`src/rtl/csr_unit.sv`:
```
// ---------------------------------------------------------------------------
// csr_unit
//
// Machine-mode CSR file for the MCU core. It provides the CSR read value
// used as the CSR source on the register-file write-data path. It performs
// the mstatus/mepc/mcause updates on interrupt trap entry and on MRET. It
// exports the trap vector, the exception PC and the interrupt request. It
// also synchronises the external interrupt line.
//
// Optional feature macro: CSR_MCYCLE_EN
//   When defined, a 64-bit cycle counter is added. It is readable and
//   writable at mcycle (0xB00) / mcycleh (0xB80). It has read-only aliases
//   at cycle (0xC00) / cycleh (0xC80).
//   When undefined, those addresses read 0 and writes to them are ignored.
//
// Ports
//   clk        core clock
//   rst        synchronous, active-high reset
//   csr_we     CSR instruction write strobe (already qualified upstream)
//   csr_op     00 none, 01 CSRRW, 10 CSRRS, 11 CSRRC
//   csr_addr   CSR address (instr[31:20])
//   csr_wd     rs1 value or zero-extended zimm
//   int_taken  control FSM enters the trap this cycle
//   mret       MRET executing this cycle
//   pc         PC saved into mepc on trap entry
//   intr       asynchronous external interrupt, level-sensitive
//   csr_rd     current (pre-write) value of the addressed CSR
//   mtvec      trap vector
//   mepc       return address
//   int_req    interrupt request to the control FSM
// ---------------------------------------------------------------------------
module csr_unit (
  input  logic        clk,
  input  logic        rst,
  input  logic        csr_we,
  input  logic [1:0]  csr_op,
  input  logic [11:0] csr_addr,
  input  logic [31:0] csr_wd,
  input  logic        int_taken,
  input  logic        mret,
  input  logic [31:0] pc,
  input  logic        intr,
  output logic [31:0] csr_rd,
  output logic [31:0] mtvec,
  output logic [31:0] mepc,
  output logic        int_req
);

  localparam logic [11:0] ADDR_MSTATUS  = 12'h300;
  localparam logic [11:0] ADDR_MIE      = 12'h304;
  localparam logic [11:0] ADDR_MTVEC    = 12'h305;
  localparam logic [11:0] ADDR_MSCRATCH = 12'h340;
  localparam logic [11:0] ADDR_MEPC     = 12'h341;
  localparam logic [11:0] ADDR_MCAUSE   = 12'h342;
  localparam logic [11:0] ADDR_MIP      = 12'h344;

  localparam logic [31:0] CAUSE_MEXT    = 32'h8000_000B;

  // Architectural state
  logic        mie_bit_reg;   // mstatus.MIE
  logic        mpie_bit_reg;  // mstatus.MPIE
  logic        meie_bit_reg;  // mie.MEIE
  logic [31:0] mtvec_reg;
  logic [31:0] mscratch_reg;
  logic [31:0] mepc_reg;
  logic [31:0] mcause_reg;
  logic [1:0]  intr_sync_reg; // [0] first stage, [1] synchronised level

  logic        wr_en;
  logic [31:0] op_val;

`ifdef CSR_MCYCLE_EN
  localparam logic [11:0] ADDR_MCYCLE  = 12'hB00;
  localparam logic [11:0] ADDR_MCYCLEH = 12'hB80;
  localparam logic [11:0] ADDR_CYCLE   = 12'hC00;
  localparam logic [11:0] ADDR_CYCLEH  = 12'hC80;

  logic [63:0] mcycle_reg;
`endif

  // Read mux. This is purely combinational, so the cycle that performs a
  // write still sees the old value. That old value is the value returned
  // to rd.
  always_comb begin
    csr_rd = 32'h0;
    case (csr_addr)
      ADDR_MSTATUS:  csr_rd = {24'h0, mpie_bit_reg, 3'b000, mie_bit_reg, 3'b000};
      ADDR_MIE:      csr_rd = {20'h0, meie_bit_reg, 11'h0};
      ADDR_MTVEC:    csr_rd = mtvec_reg;
      ADDR_MSCRATCH: csr_rd = mscratch_reg;
      ADDR_MEPC:     csr_rd = mepc_reg;
      ADDR_MCAUSE:   csr_rd = mcause_reg;
      ADDR_MIP:      csr_rd = {20'h0, intr_sync_reg[1], 11'h0};
`ifdef CSR_MCYCLE_EN
      ADDR_MCYCLE,
      ADDR_CYCLE:    csr_rd = mcycle_reg[31:0];
      ADDR_MCYCLEH,
      ADDR_CYCLEH:   csr_rd = mcycle_reg[63:32];
`endif
      default:       csr_rd = 32'h0;
    endcase
  end

  // Compute the read-modify-write result from the pre-write value. Each
  // register's field mask is applied afterwards at its own update site.
  always_comb begin
    op_val = csr_rd;
    case (csr_op)
      2'b01:   op_val = csr_wd;
      2'b10:   op_val = csr_rd | csr_wd;
      2'b11:   op_val = csr_rd & ~csr_wd;
      default: op_val = csr_rd;
    endcase
  end

  // A trap or an MRET in the same cycle swallows any CSR write completely.
  assign wr_en = csr_we && (csr_op != 2'b00) && !int_taken && !mret;

  always_ff @(posedge clk) begin
    if (rst) begin
      mie_bit_reg   <= 1'b0;
      mpie_bit_reg  <= 1'b0;
      meie_bit_reg  <= 1'b0;
      mtvec_reg     <= 32'h0;
      mscratch_reg  <= 32'h0;
      mepc_reg      <= 32'h0;
      mcause_reg    <= 32'h0;
      intr_sync_reg <= 2'b00;
    end else begin
      intr_sync_reg <= {intr_sync_reg[0], intr};
      if (int_taken) begin
        // Trap entry has priority over a coincident MRET.
        mepc_reg     <= pc & ~32'h3;
        mcause_reg   <= CAUSE_MEXT;
        mpie_bit_reg <= mie_bit_reg;
        mie_bit_reg  <= 1'b0;
      end else if (mret) begin
        mie_bit_reg  <= mpie_bit_reg;
        mpie_bit_reg <= 1'b1;
      end else if (wr_en) begin
        case (csr_addr)
          ADDR_MSTATUS: begin
            mie_bit_reg  <= op_val[3];
            mpie_bit_reg <= op_val[7];
          end
          ADDR_MIE:      meie_bit_reg <= op_val[11];
          ADDR_MTVEC:    mtvec_reg    <= op_val & ~32'h3;
          ADDR_MSCRATCH: mscratch_reg <= op_val;
          ADDR_MEPC:     mepc_reg     <= op_val & ~32'h3;
          ADDR_MCAUSE:   mcause_reg   <= op_val;
          default:       ;
        endcase
      end
    end
  end

`ifdef CSR_MCYCLE_EN
  // A write to either half loads only that half. The increment is skipped
  // for the whole counter in that cycle. The cycle/cycleh aliases are
  // never write targets.
  always_ff @(posedge clk) begin
    if (rst) begin
      mcycle_reg <= 64'h0;
    end else if (wr_en && (csr_addr == ADDR_MCYCLE)) begin
      mcycle_reg[31:0] <= op_val;
    end else if (wr_en && (csr_addr == ADDR_MCYCLEH)) begin
      mcycle_reg[63:32] <= op_val;
    end else begin
      mcycle_reg <= mcycle_reg + 64'd1;
    end
  end
`else
  // No counter: the counter addresses fall through to the read default of 0.
`endif

  assign mtvec   = mtvec_reg;
  assign mepc    = mepc_reg;
  assign int_req = intr_sync_reg[1] & mie_bit_reg & meie_bit_reg;

endmodule

```
`config.mk`:
```
export PLATFORM = sky130hd
export DESIGN_NAME = csr_unit
export DESIGN_NICKNAME = d
export VERILOG_FILES = /design/src/rtl/csr_unit.sv
export SDC_FILE = /design/constraint.sdc
export NUM_CORES = 1
export LEC_CHECK = 0
export CAP_MARGIN = 40
export CORE_MARGIN = 2
export CORE_UTILIZATION = 49
export CTS_BUF_LIST = sky130_fd_sc_hd__clkbuf_16
export CTS_CLUSTER_SIZE = 10
export DETAILED_ROUTE_END_ITERATION = 8
export HOLD_SLACK_MARGIN = 0.06
export PLACE_DENSITY = 0.83
export SLEW_MARGIN = 0
export SYNTH_ARGS = -nofsm -noshare
export SYNTH_HDL_FRONTEND = slang
export SYNTH_SLANG_ARGS = --single-unit
```
`constraint.sdc`:
```
create_clock -name clk -period 2.6 [get_ports clk]
set_input_delay 0.26 -clock clk [delete_from_list [all_inputs] [get_ports clk]]
set_output_delay 0.26 -clock clk [all_outputs]
set_load 0.01 [all_outputs]
```
==> results of run 1 <==
## cells in the final DEF, fill, tap and decap left out, types with 28 or more instances in the layout
cell type and instances:
nand3_1 41, o21ai_0 28, a211oi_1 31, a21oi_1 60
clkdlybuf4s50_1 134, dfxtp_1 129, buf_4 81, nand2_1 111
o21bai_1 32, nor2_1 38, a31oi_1 68, a22oi_1 85
## synth_stat cells (5+ instances only)
library cell,number
a22o_1,7
xnor2_1,5
buf_4,8
dfxtp_1,129
o21ai_0,28
nor2b_1,5
nand2_1,111
o21bai_1,32
a31oi_1,68
o211ai_1,11
nor2_1,40
buf_2,17
a22oi_1,86
nand2b_1,6
nor3_1,13
a211oi_1,31
clkbuf_1,51
a21oi_1,60
nand3_1,41
## logic make-up after synthesis
family,count (synthesis),share of synthesized area (%)
AO/OA/AOI/OAI,344,35.4
XOR/XNOR,6,0.800
buffers and inverters,83,5.66
flip-flops,129,39.3
multiplexers,4,0.628
other,1,0.0571
AND/OR/NAND/NOR,248,18.1
## cell type report
class / instances / area, µm² / share of cell area, %
timing repair buffer: 279 / 2690 / 27.6
clock inverter: 12 / 56.3 / 0.578
clock buffer: 17 / 425 / 4.37
inverter: 2 / 7.51 / 0.0771
tap: 176 / 220 / 2.26
multi-input combinational: 606 / 3750 / 38.6
sequential: 129 / 2580 / 26.5
## stage by stage
step	TNS [ns]	setup WS (ns)	instance area, µm²
final	0	0.0478	9740
after global placement	-14.66	-0.363	8970
after detailed placement	-21.45	-0.399	8970
after CTS	0	0.00727	9710
after global routing	0	0.00178	9740
after floorplan	0	0.459	6580
## worst register-to-register path, stage by stage, from the launching register on
cell and delay (ns):
dfxtp_1 0.35, or3b_2 0.45, a21oi_1 0.14, a311oi_1 0.07, nor2_1 0.23, o21ai_0 0.32, a211oi_1 0.31
## where the power goes
group	leakage [nW]	switching [mW]	internal, mW	total, mW
combinational	2.48	0.301	0.283	0.583
sequential	1.05	0.0294	2.01	2.04
clock	0.242	0.831	1.16	1.99
## path summary, 6_finish.rpt
| path | end | slack (ns) | start |
|---|---|---|---|
| worst min register to register | intr_sync_reg[1] | 0.43 | intr_sync_reg[0] |
| worst max-delay path | csr_rd[23] | 0.05 | csr_addr[5] |
| worst min-delay path | mscratch_reg[1] | 0.16 | rst |
| worst max register to register | mcause_reg[3] | 0.64 | mie_bit_reg |
## timing repair
action | CTS | global route
cloned | 3 | 0
gates resized for setup | 110 | 17
hold endpoints to repair | 0 | 0
buffers inserted | 27 | 2
endpoints found under the setup margin | 32 | 24
pin swaps | 13 | 5
## per-layer routing
metal / routed length (µm) / up-vias
met2: 11200 / 561
li1: - / 3506
met3: 2800 / 88
met4: 745 / 0
met1: 9390 / 3591
met5: 0 / -
==> impl_metrics.json, run 1 <==
{
  "status": "complete, no violations",
  "track_usage_pct": 33.1,
  "grt_use_met2_pct": 54.0,
  "yosysSeqAreaShare_pct": 39.3,
  "synth.distinct_cells": 52,
  "finalNonFillerCells": 1221,
  "fin_nets": 1119,
  "power_mw": 4.62,
  "cp.depth": 10,
  "die_h_um": 120,
  "synth_ff_type": "dfxtp_1",
  "syn_to_final_growth_pct": 48.2,
  "die_w_um": 120,
  "cp_max_fo": 7,
  "yosysTopAreaCell": "dfxtp_1",
  "first_pass_iters": 6,
  "leakagePower_nw": 3.77,
  "n_fill_cell": 975,
  "ff2ff_path_depth": 6,
  "grt_max_degree": 46,
  "holdPathStages": 2,
  "cts_tree": "done",
  "placedCellCount": 1161,
  "met3_usage_pct": 8.56,
  "hold_class": "in -> reg",
  "setup_viol": 0,
  "ios": 181,
  "syn_inst": 815,
  "antenna_found_initial": 0,
  "core_area_um2": 13200,
  "detail-route-antenna-nets": 0,
  "drc": 0,
  "syn_avg_cell_area_um2": 8.06,
  "grt_remaining_overflow": 0,
  "first_iter_violations": 838,
  "cts_hold_buf": 0,
  "synth-edff-count": 0,
  "routed_wl_um": 24200,
  "initial_core_util_pct": 49.8,
  "path_class": "in -> out",
  "syn_area_um2": 6570,
  "cts_buffer_depth": 2,
  "finalHoldWorstSlack_ns": 0.160,
  "final_util_pct": 73.8,
  "num_rows": 42,
  "synth_area_leaders": "dfxtp_1 39%, a22oi_1 9.8%, a31oi_1 6.5%, nand2_1 6.3%, a21oi_1 4.6%",
  "htree_num_levels": 4,
  "routed_via_density": 6.34,
  "antenna_cells": 0,
  "hpwl_um": 14800,
  "ys_ff_latch": 129,
  "fmax_ghz": 0.392,
  "worstPathArrival_ns": 2.29,
  "cp_slowest_stage_delay_ns": 0.40,
  "synth_top_cell_area_share_pct": 39.3,
  "fin_skew_ns": 0.00584,
  "port_buffers": 174,
  "cp_slowest_cell": "or3_4",
  "critPathRequiredTime_ns": 2.34,
  "layout_min_cycle_time_ns": 2.55,
  "rsz0062_at_grt": "no",
  "start_kind": "input port",
  "timing.final.crit_share_pct": 98.2,
  "cts.clk_slew.worst_paths_ns": 0.05,
  "clock_latency_ns": 0.43,
  "path_cells": "dlygate4sd2_1 > or3_4 > buf_12 > buf_6 > nor4_4 > buf_4 > buf_12 > a22oi_1 > nand2_1 > dlygate4sd2_1",
  "drive_gt1_share_pct": 18.0,
  "synthArstFlopShare_pct": 0,
  "dieArea_um2": 14400,
  "path_delay_family": "buffers and inverters",
  "max_slew_margin_pct": 39.3,
  "grt-busiest-layer": "met2",
  "crit_path_end_kind": "output port",
  "cts_made_buffers": 17,
  "hold_viol": 0,
  "grt_pass1_vias": 7551,
  "report.final.slew_viol_count": 0,
  "yosysWarnings": 0,
  "tightest_slew_ns": 0.908,
  "ir_drop_v": 0.000459,
  "grtUsageMet1_pct": 41.2,
  "worst-path-buf-inv": 6,
  "grt_pass1_wl_um": 38000,
  "gp_congestion": 0.906,
  "cts_root_buffer": "clkbuf_16",
  "vias": 7746,
  "maxCapViolCount": 0,
  "p_per_area_nw_per_um2": 474,
  "wl_per_cell_um": 19.8,
  "clock-sinks": 129
}
No activity file was read; power rests on OpenSTA's default activity.
==> run 2: changes to the inputs <==
--- a/config.mk
+++ b/config.mk
@@ -13,6 +13,7 @@
 export DETAILED_ROUTE_END_ITERATION = 8
 export HOLD_SLACK_MARGIN = 0.06
 export PLACE_DENSITY = 0.83
+export REMOVE_ABC_BUFFERS = 1
 export SLEW_MARGIN = 0
 export SYNTH_ARGS = -nofsm -noshare
 export SYNTH_HDL_FRONTEND = slang
==> impl_metrics.json, run 2 (synthesized netlist as in run 1, its figures left out) <==
{
  "cp_max_fo": 7,
  "fin_setup_tns_ns": 0,
  "p_per_area_nw_per_um2": 536,
  "layout_min_cycle_time_ns": 2.56,
  "final_util_pct": 73.3,
  "tightest_slew_ns": 0.933,
  "cts_tree": "done",
  "max_slew_margin_pct": 37.7,
  "gp_congestion": 0.891,
  "antenna_cells": 0,
  "fin_skew_ns": 0.00518,
  "ios": 181,
  "ir_drop_v": 0.000514,
  "wl_per_cell_um": 19.9,
  "critPathRequiredTime_ns": 2.34,
  "cts_root_buffer": "clkbuf_16",
  "fin_ws_ns": 0.0431,
  "port_buffers": 174,
  "timing.final.crit_share_pct": 98.3,
  "drc": 0,
  "track_usage_pct": 32.9,
  "leakagePower_nw": 3.68,
  "initial_core_util_pct": 49.8,
  "pre_cts_ws_ns": -0.279,
  "crit_path_end_kind": "output port",
  "hpwl_um": 15000,
  "maxCapViolCount": 0,
  "path_delay_family": "buffers and inverters",
  "path_class": "in -> out",
  "report.final.slew_viol_count": 0,
  "cp.depth": 9,
  "r2r_setup_slack_ns": 0.61,
  "cts_buffer_depth": 2,
  "routed_via_density": 6.34,
  "grt_remaining_overflow": 0,
  "fin_nets": 1100,
  "timing.rr.end": "mtvec[11]",
  "hold_viol": 0,
  "setup_viol": 0,
  "n_fill_cell": 1000,
  "seq_area_um2": 2580,
  "status": "complete, no violations",
  "routed_wl_um": 24000,
  "worstPathArrival_ns": 2.30,
  "worst-path-buf-inv": 5,
  "die_w_um": 120,
  "clock_latency_ns": 0.42,
  "num_rows": 42,
  "cp-startpoint": "csr_addr[5]",
  "core_area_um2": 13200,
  "ff2ff_path_depth": 7,
  "cp_slowest_stage_delay_ns": 0.39,
  "first_iter_violations": 835,
  "timing.rr.start": "intr_sync_reg[1]",
  "syn_to_final_growth_pct": 47.2,
  "grt_pass1_wl_um": 37500,
  "vias": 7643,
  "cp-endpoint": "csr_rd[12]",
  "clock-sinks": 129,
  "drive_gt1_share_pct": 15.5,
  "grt_pass1_vias": 7391,
  "first_pass_iters": 6,
  "cts.clk_slew.worst_paths_ns": 0.06,
  "multi_input_area_um2": 3750,
  "min-delay-start": "rst",
  "fmax_ghz": 0.391,
  "cts_hold_buf": 0,
  "grt_max_degree": 49,
  "cts_made_buffers": 17,
  "antenna_found_initial": 0,
  "dieArea_um2": 14400,
  "hold_class": "in -> reg",
  "detail-route-antenna-nets": 0,
  "path_cells": "clkdlybuf4s50_1 > or3_1 > buf_6 > nor4_4 > buf_6 > buf_6 > nand2_1 > o211ai_1 > buf_2",
  "htree_num_levels": 4,
  "cp_slowest_cell": "clkdlybuf4s50_1",
  "cpMostUsedCell": "buf_6",
  "final_common_cell": "clkdlybuf4s50_1",
  "die_h_um": 120,
  "start_kind": "input port",
  "final_cell_mix": "138 x clkdlybuf4s50_1, 129 x dfxtp_1, 111 x nand2_1"
}
## run 2: how the worst min path moves through the flow
stage	end	slack, ns	cells after the start
3_5_place_dp	intr_sync_reg[1]	0.43	1
4_1_cts	intr_sync_reg[1]	0.24	2
6_report	intr_sync_reg[1]	0.24	2
2_1_floorplan	mepc[31]	0.32	1
3_3_place_gp	intr_sync_reg[1]	0.43	1
5_1_grt	intr_sync_reg[1]	0.25	2
## run 2: per-stage QoR
step	instance area, µm²	instances	hold WS [ns]	total power [mW]
6_report	9670	1205	0.243	5.18
5_1_grt	9670	1205	0.253	5.30
4_1_cts	9570	1197	0.236	5.15
3_5_place_dp	8900	1156	0.430	2.63
3_3_place_gp	8900	1156	0.433	2.63
2_1_floorplan	6220	737	0.322	2.27
## run 2: final cells by class
cell class                 count  area share, %
clock inverter                15           2.06
timing repair buffer         260           25.7
multi-input combinational    606           38.8
sequential                   129           26.7
tap                          176           2.28
clock buffer                  17           4.40
inverter                       2         0.0776
## run 2: layer usage
layer	routed length [µm]	GRT usage, %
met2	11100	52.4
met5	0	0
met1	9640	42.0
met4	671	16.4
met3	2570	7.18
## run 2: worst reg2reg max path, stage by stage, from the launching register on
cell and delay (ns):
dfxtp_1 0.33, nand2b_1 0.07, a2111oi_0 0.41, o21ai_0 0.17, a21oi_1 0.23, buf_4 0.14
o21ai_0 0.26, a211oi_1 0.29
## run 2: power by group
part / total (mW) / switching [mW] / internal (mW)
registers: 2.04 / 0.0303 / 2.01
clock network: 2.56 / 0.887 / 1.68
logic: 0.578 / 0.301 / 0.277
## run 2: repair_timing
| action | in CTS | in global routing |
|---|---|---|
| gates cloned | 0 | 2 |
| resized for setup | 53 | 35 |
| setup endpoints to repair | 32 | 24 |
| buffers inserted | 9 | 7 |
| pin swaps | 5 | 2 |
